--- config.mk ---
export PLATFORM = sky130hd
export DESIGN_NAME = bit_rate_crusher
export DESIGN_NICKNAME = d
export VERILOG_FILES = /design/src/rtl/bit_rate_crusher.sv
export SDC_FILE = /design/constraint.sdc
export NUM_CORES = 1
export LEC_CHECK = 0
export ABC_CLOCK_PERIOD_IN_PS = 3750
export BUFFER_PORTS_ARGS = -buffer_cell sky130_fd_sc_hd__buf_2
export CELL_PAD_IN_SITES_DETAIL_PLACEMENT = 2
export CELL_PAD_IN_SITES_GLOBAL_PLACEMENT = 2
export CORE_AREA = 4 4 97 99
export CTS_CLUSTER_DIAMETER = 40
export DETAILED_ROUTE_END_ITERATION = 10
export DIE_AREA = 0 0 101 103
export GPL_ROUTABILITY_DRIVEN = 0
export PLACE_DENSITY = 0.8
export REMOVE_ABC_BUFFERS = 1
export SLEW_MARGIN = 40
export SYNTH_ARGS = -nofsm -noshare
export SYNTH_HDL_FRONTEND = slang
export SYNTH_SLANG_ARGS = --single-unit
--- constraint.sdc ---
create_clock -name clock -period 3.75 [get_ports clock]
set_input_delay 0.5625 -clock clock [delete_from_list [all_inputs] [get_ports clock]]
set_output_delay 0.5625 -clock clock [all_outputs]
set_load 0.01 [all_outputs]
--- src/rtl/bit_rate_crusher.sv ---
// Bit-depth and sample-rate reduction for the audio path: quantises (truncate or
// round-to-nearest with saturation) and optionally holds samples for N inputs.
module bit_rate_crusher #(
    parameter int WIDTH   = 12,
    parameter int CRUSH_W = 3,
    parameter int HOLD_W  = 4
) (
    input  logic               clock,
    input  logic               reset,
    input  logic               start,
    input  logic               enable,
    input  logic               round_en,
    input  logic [CRUSH_W-1:0] bits_to_crush,
    input  logic [HOLD_W-1:0]  hold_factor,
    input  logic [WIDTH-1:0]   incoming_sample,
    output logic [WIDTH-1:0]   modified_sample,
    output logic               done,
    output logic               busy
);

    typedef enum logic [1:0] {IDLE, QUANT, OUT} state_t;

    state_t             state_q, state_d;
    logic               acc_q, acc_d;
    logic               done_q, done_d;
    logic [WIDTH-1:0]   x_q, x_d;
    logic [WIDTH-1:0]   held_q, held_d;
    logic [WIDTH-1:0]   mod_q, mod_d;
    logic               en_q, en_d;
    logic               rnd_q, rnd_d;
    logic [CRUSH_W-1:0] k_q, k_d;
    logic [HOLD_W-1:0]  hf_q, hf_d;
    logic [HOLD_W-1:0]  cnt_q, cnt_d;
    logic [HOLD_W-1:0]  neff_m1;

    function automatic int eff_shift(input logic [CRUSH_W-1:0] k);
        if (int'(k) > WIDTH - 1)
            return WIDTH - 1;
        return int'(k);
    endfunction

    // Rounding adds half an LSB at WIDTH+1 bits so the top positive codes can
    // overflow; those clamp to the largest positive multiple of 2^ke.
    function automatic logic [WIDTH-1:0] quantise(input logic [WIDTH-1:0] x,
                                                  input int ke,
                                                  input logic rnd);
        logic        [WIDTH-1:0] low_mask;
        logic        [WIDTH:0]   half;
        logic signed [WIDTH:0]   s;
        logic signed [WIDTH:0]   max_pos;
        low_mask = ~({WIDTH{1'b1}} << ke);
        max_pos  = $signed({2'b00, {(WIDTH-1){1'b1}}});
        if (!rnd || ke == 0)
            return x & ~low_mask;
        half = {{WIDTH{1'b0}}, 1'b1} << (ke - 1);
        s    = $signed({x[WIDTH-1], x}) + $signed(half);
        if (s > max_pos)
            return max_pos[WIDTH-1:0] & ~low_mask;
        return s[WIDTH-1:0] & ~low_mask;
    endfunction

    assign neff_m1 = (hf_q == '0) ? '0 : hf_q - HOLD_W'(1);

    // An accepted sample spends one cycle in the accept stage (acc_q) before
    // the FSM leaves IDLE, giving E+2 (bypass) / E+3 (enabled) latency.
    always_comb begin
        state_d = state_q;
        acc_d   = 1'b0;
        done_d  = 1'b0;
        x_d     = x_q;
        en_d    = en_q;
        rnd_d   = rnd_q;
        k_d     = k_q;
        hf_d    = hf_q;
        cnt_d   = cnt_q;
        held_d  = held_q;
        mod_d   = mod_q;
        case (state_q)
            IDLE: begin
                if (acc_q) begin
                    state_d = en_q ? QUANT : OUT;
                    if (!en_q)
                        cnt_d = '0;
                end else if (start) begin
                    acc_d = 1'b1;
                    x_d   = incoming_sample;
                    en_d  = enable;
                    rnd_d = round_en;
                    k_d   = bits_to_crush;
                    hf_d  = hold_factor;
                end
            end
            QUANT: begin
                if (cnt_q == '0)
                    held_d = quantise(x_q, eff_shift(k_q), rnd_q);
                cnt_d   = (cnt_q >= neff_m1) ? '0 : cnt_q + HOLD_W'(1);
                state_d = OUT;
            end
            OUT: begin
                mod_d   = en_q ? held_q : x_q;
                done_d  = 1'b1;
                state_d = IDLE;
            end
            default: state_d = IDLE;
        endcase
    end

    always_ff @(posedge clock) begin
        if (reset) begin
            state_q <= IDLE;
            acc_q   <= 1'b0;
            done_q  <= 1'b0;
            cnt_q   <= '0;
            held_q  <= '0;
            mod_q   <= '0;
        end else begin
            state_q <= state_d;
            acc_q   <= acc_d;
            done_q  <= done_d;
            cnt_q   <= cnt_d;
            held_q  <= held_d;
            mod_q   <= mod_d;
        end
    end

    always_ff @(posedge clock) begin
        x_q   <= x_d;
        en_q  <= en_d;
        rnd_q <= rnd_d;
        k_q   <= k_d;
        hf_q  <= hf_d;
    end

    assign modified_sample = mod_q;
    assign done            = done_q;
    assign busy            = acc_q || (state_q != IDLE);

endmodule

==> flow_summary.yaml, run 1 <==
run_status:
  status: "completed"
synth:
  synth_cell_types: 49
  synth_edf_count: 21
  ys.flop_type: "dfxtp_1"
  syn_inst: 288
  syn_area_per_cell_um2: 10.2
  synthArstFlopShare_pct: 0
  ys_ff_latch: 53
  ys_seq_area_share_pct: 43.1
  synth_warnings: 0
  synthesis.area_mm2: 0.00295
clocking:
  cts_resized: 0
  cts_buffer_depth: 2
  path_clk_slew_ns: 0.10
  clock-sinks: 53
  htree_levels: 2
  root_buffer: "clkbuf_8"
  cts_setup_buffers: 0
  cts_tree: "built"
  numCtsBuffers: 5
  ctsHoldBuffers: 0
  clk_latency_ns: 0.32
cells_and_area:
  n_antenna_cell: 0
  fill_cells: 936
  post-route-util_pct: 39.2
  final_cell_mix: "buf_2 (37), dfxtp_1 (32), nor2_1 (27)"
  final_nets: 373
  final_layout_size_suffix_gt1_share_pct: 19.0
  seq_area_mm2: 0.00127
  layout_commonest_cell: "buf_2"
  layout.cells.non_filler: 435
  multiInputGateArea_mm2: 0.00161
  syn_to_final_growth_pct: 13.6
placement:
  io_buffers: 37
  place_hpwl_mm: 6.15
  dpl.cell_count: 427
die:
  rows: 34
  die_w_um: 101
  initial_core_util_pct: 34.5
  die_h_um: 103
  die_area_mm2: 0.0104
  core-area_mm2: 0.00855
  ios: 38
detailed_routing:
  drc: 0
  drt_iter0_drc: 91
  wl_per_cell_um: 18.4
  ant_nets: 0
  firstDrtPassIters: 4
  vias: 2352
  vias_per_cell: 5.41
  drt-total-wl_mm: 7.99
worst_hold_path:
  hold_path.class: "in2reg"
  holdPathEnd: "en_q"
  min_delay_path_depth: 1
  worstHoldStart: "enable"
timing:
  tightest_slew_ns: 0.769
  setup_tns_ns: 0
  clock_skew_ns: 0.00672
  setup_viol: 0
  rsz0062_at_grt: "false"
  hold_viol_final: 0
  max_slew_margin_pct: 48.7
  fin_crit_ns: 3.43
  post-route-period-util_pct: 91.4
  max_clock_freq_ghz: 0.292
  final-max-slew-violation-count: 0
  hold_slack_ns: 0.408
setup_path:
  crit_start: "k_q[0]"
  r2r-end: "held_q[4]"
  crit_path_end_kind: "flip-flop"
  critPathMaxFanout: 9
  crit_chain: "inv_1 > ha_1 > ha_1 > nand2_1 > nor2_1 > ha_1 > fa_1 > a211o_1 > a211oi_2 > o311ai_2 > xnor2_2 > nand2_4 > a311oi_2"
  r2r_start: "k_q[0]"
  reg2reg_depth: 13
  arrival_ns: 3.66
  reg2reg_setup_slack_ns: 0.32
  critPathSlowestCell: "fa_1"
  criticalPathCategory: "reg2reg"
  startpoint_type: "flip-flop"
  cpMostUsedCell: "ha_1"
  max_stage_delay_ns: 0.42
  crit_required_ns: 3.99
pwr:
  p_leak_uw: 0.00139
  finalPower_uw: 1270
  peakVddDrop_mv: 0.136
  power-per-cell-area_mw_per_mm2: 380
global_routing:
  grt_pass1_wl_mm: 13.4
  grt_start_max_net_pins: 34
  grt_pass1_vias: 2666
  track_usage_pct: 16.5
  grt-ovfl-total: 0
  antenna_found_initial: 0
flow_run:
  maxCapViolations: 0
critical path: cells and delay by family (launching register included):
kind	cells	cell delay [ns]
xor+xnor	1	0.25
flops	1	0.39
buf+inv	1	0.10
simple gates	3	0.33
fa+ha+maj	4	1.20
compound gates	4	1.08
area by class of cell:
type | count | area share [%]
clock inverters | 3 | 0.598
well taps | 108 | 4.03
repair buffers | 40 | 6.20
multi-input cells | 215 | 47.9
inverters | 11 | 1.23
flip-flops and latches | 53 | 38.0
clock buffers | 5 | 2.05
worst max-delay path by stage:
stage | to | slack [ns] | depth (start not counted)
6_report | held_q[4] | 0.32 | 13
4_1_cts | held_q[4] | 0.30 | 13
2_1_floorplan | held_q[10] | 0.65 | 13
3_3_place_gp | held_q[10] | 0.47 | 13
3_5_place_dp | held_q[4] | 0.34 | 13
5_1_grt | held_q[10] | 0.04 | 13
per-layer routing:
metal / vias to the layer above / routed length [um] / GRT usage, %
li1: 1149 / - / -
met1: 1155 / 3540 / 19.1
met2: 34 / 4080 / 31.0
met3: 14 / 198 / 2.37
met4: 0 / 172 / 5.62
met5: - / 0 / 0
power by group:
part | leakage, uW | switching (uW) | internal (uW)
Combinational | 0.000879 | 160 | 107
Sequential | 0.000460 | 30.2 | 630
Clock | 0.0000489 | 211 | 134
cell usage after synthesis, types with 2 or more instances:
master,count,area share [%]
nand4_1,2,0.42
nor3_1,9,1.5
edfxtp_1,21,21
o21a_1,2,0.51
a311oi_1,3,0.89
o21ai_0,10,1.7
xnor2_1,3,0.89
ha_1,22,9.3
o31ai_1,2,0.51
nor3b_1,4,1.0
nor2b_1,3,0.64
nand3_1,4,0.68
a21o_1,15,3.8
dfxtp_1,32,22
a21oi_1,18,3.1
mux2i_1,13,4.4
clkbuf_1,11,1.4
a31oi_1,3,0.64
nor2_1,28,3.6
nor4_1,2,0.42
inv_1,11,1.4
a311oi_2,5,2.5
or3_1,4,0.85
nand2_1,12,1.5
nand2b_1,5,1.1
a211oi_1,16,4.1
xor2_1,5,1.5
and3_1,2,0.42
logic make-up after synthesis:
logic type / Yosys count / share of synthesized area (%)
XOR/XNOR: 9 / 2.93
AO/OA/AOI/OAI: 86 / 22.8
flip-flops: 53 / 43.1
AND/OR/NAND/NOR: 79 / 13.3
buffers and inverters: 23 / 2.93
multiplexers: 14 / 4.79
adder cells (fa/ha/maj): 23 / 10.0
other: 1 / 0.127
through the flow:
step           instance area [um^2]  setup slack [ns]
2_1_floorplan                  2920             0.650
3_3_place_gp                   3260             0.467
3_5_place_dp                   3260             0.336
4_1_cts                        3350             0.296
5_1_grt                        3350            0.0381
6_report                       3350             0.324
state kept, by name (all words and copies together) (netlist names), 2 cells and up:
name,count
held_q,12
modified_sample,12
x_q,12
cnt_q,4
hf_q,4
k_q,3
state_q,2
Note: power is estimated with default switching activity, not from simulation.
==> run 2, diff against run 1 <==
- CAP_MARGIN: not set -> 15
- CORE_AREA: 4 4 97 99 -> 4 4 70 137
- DIE_AREA: 0 0 101 103 -> 0 0 74 141
- PLACE_DENSITY: 0.8 -> 0.79
==> run 2 against run 1 <==
Effect of this change: combinational power barely moved; global-route usage fell by 0.33 points; maximum frequency fell by 1.2%; cell area rose by 2.1%; critical endpoint is now held_q[5]; largest power group unchanged; sequential power barely moved; clock power rose by 46%; count of clock-buffer cells in the layout rose by 2; clock skew fell by 0.0025 ns; power rose by 12%; register-to-register slack got worse by 0.04 ns; via count rose by 1.2%; critical path type unchanged; first-iteration DRC count fell by 31%.
==> flow_summary.yaml, run 2 (synthesis results as in run 1) <==
cells_and_area:
  design_area_mm2: 0.00342
  layout_commonest_cell: "buf_2"
  syn_to_final_growth_pct: 16.0
  final_layout_size_suffix_gt1_share_pct: 18.7
  fill_cells: 939
  final_cell_mix: "buf_2 (37), dfxtp_1 (32), nor2_1 (27)"
  final_nets: 373
  n_antenna_cell: 0
setup_path:
  cpMostUsedCell: "ha_1"
  critPathMaxFanout: 9
  startpoint_type: "flip-flop"
  max_stage_delay_ns: 0.43
  reg2reg_setup_slack_ns: 0.28
  cp_num_cells: 13
  crit_end: "held_q[5]"
  crit_chain: "inv_1 > ha_1 > ha_1 > nand2_1 > nor2_1 > ha_1 > fa_1 > a211o_1 > a211oi_4 > o311ai_2 > xnor2_2 > nand2_4 > a311oi_2"
  worst-path-buf-inv: 1
  arrival_ns: 3.67
  path_delay_family: "adder cells"
  r2r-end: "held_q[5]"
  r2r_start: "k_q[0]"
  crit_start: "k_q[0]"
  criticalPathCategory: "reg2reg"
  critPathSlowestCell: "fa_1"
  crit_path_end_kind: "flip-flop"
  crit_required_ns: 3.95
  reg2reg_depth: 13
detailed_routing:
  firstDrtPassIters: 3
  ant_nets: 0
  drc: 0
  vias_per_cell: 5.58
  drt-total-wl_mm: 8.08
  drt_iter0_drc: 63
  wl_per_cell_um: 18.9
  vias: 2381
timing:
  post-route-period-util_pct: 92.5
  fin_crit_ns: 3.47
  max_clock_freq_ghz: 0.288
  rsz0062_at_grt: "false"
  setup_tns_ns: 0
  tightest_slew_ns: 0.772
  final-max-slew-violation-count: 0
  clock_skew_ns: 0.00418
  hold_viol_final: 0
  setup_viol: 0
  max_slew_margin_pct: 48.6
clocking:
  numCtsBuffers: 5
  path_clk_slew_ns: 0.07
  cts_setup_buffers: 0
  clock-sinks: 53
  cts_buffer_depth: 2
  htree_levels: 2
  cts_tree: "built"
  clk_latency_ns: 0.29
  root_buffer: "clkbuf_16"
pwr:
  switching_share_pct: 28.1
  p_sw_uw: 401
  power.internal_uw: 1030
  pwr-share-comb_pct: 18.6
  clkPwrFrac_pct: 35.3
  power-per-cell-area_mw_per_mm2: 418
  p_seq_share_pct: 46.1
  p_leak_uw: 0.00142
  peakVddDrop_mv: 0.180
run_status:
  status: "completed"
placement:
  place_hpwl_mm: 6.38
  dpl-instance-area_mm2: 0.00325
  io_buffers: 37
worst_hold_path:
  worstHoldStart: "incoming_sample[2]"
  hold_path.class: "in2reg"
flow_run:
  maxCapViolations: 0
die:
  ios: 38
  die_area_mm2: 0.0104
  rows: 48
  core-area_mm2: 0.00859
  initial_core_util_pct: 34.3
  die_h_um: 141
  die_w_um: 74
global_routing:
  track_usage_pct: 16.2
  grt_pass1_vias: 2638
  grt_start_max_net_pins: 34
  grt_pass1_wl_mm: 12.9
  grt-ovfl-total: 0
  antenna_found_initial: 0
run 2: cell types whose count changed in the layout (fill, tap and decap cells not counted), sizes merged:
| cell | delta |
|---|---|
| clkbuf | +2 |
| inv | -2 |
run 2: metrics by stage:
step / hold WS (ns) / power, uW / std cells / setup WS [ns] / utilization [%]
2_1_floorplan: 0.425 / 847 / 279 / 0.650 / -
3_3_place_gp: 0.441 / 925 / 419 / 0.413 / 37.8
3_5_place_dp: 0.466 / 937 / 419 / 0.283 / 37.8
4_1_cts: 0.433 / 1440 / 427 / 0.225 / 39.7
5_1_grt: 0.432 / 1500 / 427 / 0.0272 / 39.8
6_report: 0.439 / 1430 / 427 / 0.283 / 39.8
run 2: cell type report:
type / instances / area, um^2 / share of cell area (%)
Tap cell: 100 / 125 / 3.66
Sequential cell: 53 / 1270 / 37.2
Timing Repair Buffer: 40 / 208 / 6.07
Clock inverter: 1 / 8.76 / 0.256
Inverter: 11 / 41.3 / 1.21
Clock buffer: 7 / 154 / 4.50
Multi-Input combinational cell: 215 / 1610 / 47.1
run 2: per-layer routing:
layer | GRT usage (%) | part of all wire, %
met5 | 0 | 0
met4 | 7.55 | 3.2
met3 | 2.00 | 2.4
met2 | 32.5 | 60
met1 | 14.8 | 34
run 2: worst reg2reg max path: stages, from the launching register on:
cell and delay (ns):
edfxtp_1 0.38, inv_1 0.11, ha_1 0.23, ha_1 0.35, nand2_1 0.12, nor2_1 0.05, ha_1 0.21, fa_1 0.44
a211o_1 0.34, a211oi_4 0.31, o311ai_2 0.18, xnor2_2 0.24, nand2_4 0.16, a311oi_2 0.28
run 2: power groups by stage:
stage / combinational [uW] / clock, uW / sequential [uW]
after floorplan: 181 / 0 / 666
after global routing: 297 / 542 / 663
final: 267 / 504 / 659
after CTS: 266 / 517 / 660
after global placement: 254 / 0 / 671
after detailed placement: 264 / 0 / 673
run 2: what timing repair did:
item | CTS | global route
endpoints found under the setup margin | 0 | 1
resized for setup | 0 | 1
hold buffers | 0 | 0
hold endpoints to repair | 0 | 0
run 2: how the worst min path moves through the flow:
stage           endpoint  slack [ns]  cells after the start
6_report          x_q[2]        0.44                      1
4_1_cts           x_q[4]        0.43                      1
3_5_place_dp   held_q[0]        0.47                      2
5_1_grt           x_q[2]        0.43                      1
2_1_floorplan  held_q[0]        0.43                      2
3_3_place_gp   held_q[0]        0.44                      2
